### src/rtl/scan_pkg.sv
// rtl/scan_pkg.sv - scan FSM state encoding, deadtime length and dwell-length helper.
package scan_pkg;

    localparam int DEADTIME_CYCLES = 2;

    typedef enum logic [2:0] {
        ST_IDLE,
        ST_LOAD,
        ST_SHIFT,
        ST_BLANK,
        ST_LATCH,
`ifdef SCAN_DEADTIME_EN
        ST_DEADTIME,
`endif
        ST_DISPLAY
    } scan_state_t;

    // Binary-weighted OE-low time: plane n stays lit base * 2^n cycles.
    function automatic int unsigned dwell_cycles(input int unsigned base, input int unsigned plane);
        return base << plane;
    endfunction

endpackage

### src/rtl/scan_dwell_timer.sv
// rtl/scan_dwell_timer.sv - loadable down-counter; done marks the last cycle of a timed state.
module scan_dwell_timer #(
    parameter int WIDTH = 8
) (
    input  logic             clk_in,
    input  logic             reset,
    input  logic             load,
    input  logic [WIDTH-1:0] load_value,
    output logic             done
);

    logic [WIDTH-1:0] count;

    always_ff @(posedge clk_in or posedge reset) begin
        if (reset) begin
            count <= '0;
        end else if (load) begin
            count <= load_value;
        end else if (count != '0) begin
            count <= count - WIDTH'(1);
        end
    end

    assign done = (count == WIDTH'(1));

endmodule

### src/rtl/scan_sequencer.sv
// rtl/scan_sequencer.sv - HUB75 column/row/bitplane scan FSM; define SCAN_DEADTIME_EN for OE deadtime after latch.
module scan_sequencer
    import scan_pkg::*;
#(
    parameter int PIXEL_WIDTH       = 64,
    parameter int PIXEL_HALFHEIGHT  = 16,
    parameter int BRIGHTNESS_LEVELS = 6,
    parameter int LOAD_CYCLES       = 4,
    parameter int DISPLAY_BASE      = 8
) (
    input  logic                                 clk_in,
    input  logic                                 reset,
    input  logic                                 enable,
    output logic [$clog2(PIXEL_WIDTH)-1:0]       column_address,
    output logic [$clog2(PIXEL_HALFHEIGHT)-1:0]  row_address,
    output logic [$clog2(BRIGHTNESS_LEVELS)-1:0] bitplane,
    output logic                                 pixel_load_start,
    output logic                                 pixel_clock,
    output logic                                 row_latch,
    output logic                                 output_enable_n,
    output logic                                 frame_start
);

    localparam int CW = $clog2(PIXEL_WIDTH);
    localparam int RW = $clog2(PIXEL_HALFHEIGHT);
    localparam int PW = $clog2(BRIGHTNESS_LEVELS);
    localparam int DW = $clog2(DISPLAY_BASE << (BRIGHTNESS_LEVELS - 1)) + 1;

    localparam logic [CW-1:0] COL_LAST   = CW'(PIXEL_WIDTH - 1);
    localparam logic [RW-1:0] ROW_LAST   = RW'(PIXEL_HALFHEIGHT - 1);
    localparam logic [PW-1:0] PLANE_LAST = PW'(BRIGHTNESS_LEVELS - 1);
    localparam logic [DW-1:0] LOAD_LEN   = DW'(LOAD_CYCLES);

    scan_state_t   state, state_next;
    logic [CW-1:0] col_next;
    logic [RW-1:0] row_next;
    logic [PW-1:0] plane_next;
    logic          timer_load;
    logic [DW-1:0] timer_value;
    logic          timer_done;
    logic [DW-1:0] dwell_len;
    logic          entering_load;

    assign dwell_len = DW'(dwell_cycles(DISPLAY_BASE, 32'(bitplane)));

    scan_dwell_timer #(.WIDTH(DW)) u_dwell_timer (
        .clk_in     (clk_in),
        .reset      (reset),
        .load       (timer_load),
        .load_value (timer_value),
        .done       (timer_done)
    );

    always_comb begin
        state_next  = state;
        col_next    = column_address;
        row_next    = row_address;
        plane_next  = bitplane;
        timer_load  = 1'b0;
        timer_value = LOAD_LEN;
        case (state)
            ST_IDLE: begin
                if (enable) begin
                    state_next = ST_LOAD;
                    timer_load = 1'b1;
                end
            end
            ST_LOAD: begin
                if (timer_done) state_next = ST_SHIFT;
            end
            ST_SHIFT: begin
                if (column_address != COL_LAST) begin
                    col_next   = column_address + CW'(1);
                    state_next = ST_LOAD;
                    timer_load = 1'b1;
                end else begin
                    col_next   = '0;
                    state_next = ST_BLANK;
                end
            end
            ST_BLANK: state_next = ST_LATCH;
            ST_LATCH: begin
                timer_load = 1'b1;
`ifdef SCAN_DEADTIME_EN
                state_next  = ST_DEADTIME;
                timer_value = DW'(DEADTIME_CYCLES);
`else
                state_next  = ST_DISPLAY;
                timer_value = dwell_len;
`endif
            end
`ifdef SCAN_DEADTIME_EN
            ST_DEADTIME: begin
                if (timer_done) begin
                    state_next  = ST_DISPLAY;
                    timer_load  = 1'b1;
                    timer_value = dwell_len;
                end
            end
`endif
            ST_DISPLAY: begin
                // enable only matters here, so a row or dwell is never cut short
                if (timer_done) begin
                    if (bitplane == PLANE_LAST) begin
                        plane_next = '0;
                        row_next   = (row_address == ROW_LAST) ? '0 : row_address + RW'(1);
                    end else begin
                        plane_next = bitplane + PW'(1);
                    end
                    if (enable) begin
                        state_next = ST_LOAD;
                        timer_load = 1'b1;
                    end else begin
                        state_next = ST_IDLE;
                    end
                end
            end
            default: state_next = ST_IDLE;
        endcase
    end

    assign entering_load = (state_next == ST_LOAD) && (state != ST_LOAD);

    // Strobes are registered from the next state so they line up with it.
    always_ff @(posedge clk_in or posedge reset) begin
        if (reset) begin
            state            <= ST_IDLE;
            column_address   <= '0;
            row_address      <= '0;
            bitplane         <= '0;
            pixel_load_start <= 1'b0;
            pixel_clock      <= 1'b0;
            row_latch        <= 1'b0;
            output_enable_n  <= 1'b1;
            frame_start      <= 1'b0;
        end else begin
            state            <= state_next;
            column_address   <= col_next;
            row_address      <= row_next;
            bitplane         <= plane_next;
            pixel_load_start <= entering_load;
            frame_start      <= entering_load && (col_next == '0) && (row_next == '0) && (plane_next == '0);
            pixel_clock      <= (state_next == ST_SHIFT);
            row_latch        <= (state_next == ST_LATCH);
            output_enable_n  <= (state_next != ST_DISPLAY);
        end
    end

endmodule

### config.mk
export PLATFORM = sky130hd
export DESIGN_NAME = scan_sequencer
export DESIGN_NICKNAME = d
export VERILOG_FILES = /design/src/rtl/scan_pkg.sv /design/src/rtl/scan_dwell_timer.sv /design/src/rtl/scan_sequencer.sv
export SDC_FILE = /design/constraint.sdc
export NUM_CORES = 1
export LEC_CHECK = 0
export CAP_MARGIN = 20
export CELL_PAD_IN_SITES_DETAIL_PLACEMENT = 0
export CELL_PAD_IN_SITES_GLOBAL_PLACEMENT = 1
export CORE_MARGIN = 2
export CORE_UTILIZATION = 25
export CTS_BUF_LIST = sky130_fd_sc_hd__clkbuf_4 sky130_fd_sc_hd__clkbuf_8
export CTS_CLUSTER_SIZE = 40
export DETAILED_ROUTE_END_ITERATION = 10
export DONT_BUFFER_PORTS = 1
export GPL_ROUTABILITY_DRIVEN = 0
export PLACE_DENSITY_LB_ADDON = 0.1
export SLEW_MARGIN = 10
export SYNTH_ARGS = -nofsm -noshare
export SYNTH_HDL_FRONTEND = slang
export SYNTH_SLANG_ARGS = --single-unit
### constraint.sdc
create_clock -name clk_in -period 3 [get_ports clk_in]
set_input_delay 0.15 -clock clk_in [delete_from_list [all_inputs] [get_ports clk_in]]
set_output_delay 0.15 -clock clk_in [all_outputs]
set_load 0.02 [all_outputs]
==> reports/qor.yml <==
run_status:
  outcome: "completed"
routing:
  dr.first_iter.drc_count: 66
  routed_via_density: 5.04
  firstDrtPassIters: 4
  post-route-drc-count: 0
  vias: 1467
  wirelength_mm: 4.67
  wire_per_inst_um: 16.0
  ant_nets: 0
critical_path:
  required_ps: 3180
  crit_slowest_cell: "or4b_1"
  rr_startpoint: "u_dwell_timer.count[1]$_DFFE_PP0P_"
  path_cells: "inv_1 -> ha_1 -> or4b_1 -> nor2_1 -> nand3_1 -> and3_1 -> a32o_1"
  cp-end-kind: "flop"
  reg2reg_depth: 7
  crit_cells: 7
  critPathBufInv: 1
  max_stage_delay_ps: 520
  startpoint: "u_dwell_timer.count[1]$_DFFE_PP0P_"
  cp.arrival_ps: 2490
  ff2ff_setup_slack_ps: 690
  crit_type: "reg2reg"
  worstSetupEndpoint: "u_dwell_timer.count[5]$_DFFE_PP0P_"
  start_kind: "flop"
  path_delay_family: "simple AND/OR/NAND/NOR gates"
  critPathMaxFanout: 6
  r2r_end: "u_dwell_timer.count[5]$_DFFE_PP0P_"
timing:
  fmax_ghz: 0.432
  setup_tns_ps: 0
  worst_slack_ps: 686
  fin_crit_ps: 2310
  setup_viol: 0
  slew_headroom_pct: 66.9
  worst_pin_slew_ps: 497
  fin_crit_sh_pct: 77.1
  rsz0062_at_grt: "false"
  timing.hold.ws_ps: 102
  final-hold-violation-count: 0
  maxSlewViolCount: 0
  fin_skew_ps: 8.90
yosys:
  ys_ff_latch: 30
  synth-edff-count: 0
  synth.yosys.seq_area_share_pct: 41.6
  synthCells: 189
  synth_ff_type: "dfrtp_1"
  synth_cell_type_count: 52
  avgSynthCellArea_sq_um: 9.57
  syn_area_sq_um: 1810
  synthArstFlopShare_pct: 100
  yosysWarnings: 0
  syn-num-nets: 198
worst_hold_path:
  hp-class: "in2reg"
cells_and_area:
  fin_nets: 200
  finalInstanceArea_sq_um: 2020
  drive_gt1_share_pct: 10.4
  n_antenna_cell: 0
  nFillCells: 777
  area_growth_pct: 11.8
run:
  drv_cap: 0
cts:
  clkLatencyLatePin_ps: 290
  clock-sinks: 30
  clock_path_buffers: 2
  htree_num_levels: 2
  cts_resized: 0
  cts_setup_buffers: 0
  clk_pin_slew_ps: 70
  cts_hold_buf: 1
  cts_buffers: 5
  cts_root_buffer: "clkbuf_8"
  cts_tree: "built"
power:
  leakagePower_nw: 0.849
  max-vdd-ir-drop_mv: 0.260
  total_power_mw: 1.58
  p_per_area_nw_per_um2: 784
global_routing:
  first_global_vias: 1488
  grt.total_usage_pct: 13.1
  gr-total-overflow: 0
  antenna_found_initial: 0
  grt_start_max_net_pins: 31
  grt_pass1_wl_mm: 7.85
floorplanning:
  fp.dieH_um: 89.0
  initial_core_util_pct: 25.3
  core_sq_um: 7140
  fp-row-count: 31
  die-area_sq_um: 7930
  die_x_um: 89.0
  num_io_pins: 21
placement:
  port_buffers: 0
  post-place-ws_ps: 661
  dp_hpwl_mm: 3.36
  placed_area_sq_um: 1900
[cell usage after synthesis (all sizes together) (2+ instances only)]
| master | number | share of area (%) |
|---|---|---|
| inv | 9 | 1.9 |
| o21ai | 7 | 1.9 |
| nand3 | 8 | 2.2 |
| a211oi | 3 | 1.2 |
| a21oi | 4 | 1.1 |
| nor4 | 4 | 2.6 |
| nor3 | 5 | 1.4 |
| o31ai | 2 | 0.83 |
| ha | 6 | 4.2 |
| xnor2 | 10 | 4.8 |
| o32a | 2 | 1.1 |
| dfrtp | 29 | 40 |
| buf | 5 | 1.8 |
| nor2 | 16 | 3.3 |
| a31oi | 6 | 2.1 |
| or3 | 2 | 0.69 |
| and2 | 4 | 1.4 |
| and3 | 2 | 0.69 |
| xor2 | 3 | 1.5 |
| nor3b | 3 | 1.2 |
| mux2 | 4 | 2.5 |
| nand4 | 4 | 1.4 |
| a32o | 2 | 1.1 |
| or4 | 3 | 1.5 |
| clkbuf | 3 | 0.62 |
| nand2 | 17 | 3.5 |
| a32oi | 4 | 1.9 |
| nand2b | 2 | 0.69 |
[cells by family after synthesis]
| logic type | synth area share (%) |
|---|---|
| AOI/OAI and AO/OA | 16.0 |
| xor gates and xnor gates | 6.30 |
| adders and majority gates | 4.15 |
| buffers and inverters | 4.29 |
| muxes | 2.49 |
| and+or+nand+nor | 25.2 |
| DFF | 41.6 |
[metrics by stage]
stage	cells	utilization, %
after floorplan	189	-
after global placement	282	26.7
after detailed placement	282	26.7
after CTS	291	28.3
after global routing	291	28.3
final	291	28.3
[worst min-delay path by stage]
| stage | from | to | slack (ps) | depth (start not counted) |
|---|---|---|---|---|
| 4_1_cts | enable | state[0]$_DFF_PP0_ | 60 | 2 |
| 3_3_place_gp | reset | row_latch$_DFF_PP0_ | 160 | 2 |
| 3_5_place_dp | reset | u_dwell_timer.count[0]$_DFFE_PP0P_ | 170 | 2 |
| 6_report | enable | state[0]$_DFF_PP0_ | 100 | 2 |
| 2_1_floorplan | reset | bitplane[0]$_DFF_PP0_ | 240 | 1 |
| 5_1_grt | enable | state[0]$_DFF_PP0_ | 70 | 2 |
[power by group]
part / total [mW] / leakage, nW / switching (mW) / internal (mW)
sequential: 0.698 / 0.394 / 0.193 / 0.505
combinational: 0.478 / 0.397 / 0.255 / 0.223
clock: 0.409 / 0.0579 / 0.164 / 0.244
total: 1.58 / 0.849 / 0.612 / 0.972
[layer usage]
metal | track usage (%) | up-vias | part of all wire (%)
li1 | - | 698 | -
met1 | 17.8 | 732 | 46
met2 | 19.9 | 32 | 47
met3 | 4.16 | 5 | 4.9
met4 | 4.48 | 0 | 1.5
met5 | 0 | - | 0
[cell type report]
| class | instances | area (sq um) | share of cell area, % |
|---|---|---|---|
| sequential | 30 | 752 | 37.2 |
| clock buffer | 5 | 68.8 | 3.40 |
| clock inverter | 3 | 40.0 | 1.98 |
| tap | 99 | 124 | 6.13 |
| timing repair buffer | 3 | 25.0 | 1.24 |
| multi-input combinational | 142 | 978 | 48.4 |
| inverter | 9 | 33.8 | 1.67 |
[registers in the layout, summed over array words and instances (netlist names)]
name                 flops
pixel_clock              1
row_latch                1
u_dwell_timer.count      9
row_address              4
pixel_load_start         1
state                    3
output_enable_n          1
frame_start              1
bitplane                 3
column_address           6
[cell usage in the layout, fill, tap and decap left out, types with 3 or more instances in the layout]
cell type and instances:
xor2_1 3, nor3b_1 3, a211oi_1 3, ha_1 6, a32oi_1 4, nand3_1 8, inv_1 9, dfrtp_1 29
o21ai_0 7, nand4_1 4, xnor2_1 10, nand2_1 17, a31oi_1 6, nor2_1 16, nor3_1 5, clkbuf_8 5
and2_1 4, mux2_2 4, a21oi_1 4
Note: power is estimated with default switching activity, not from simulation.
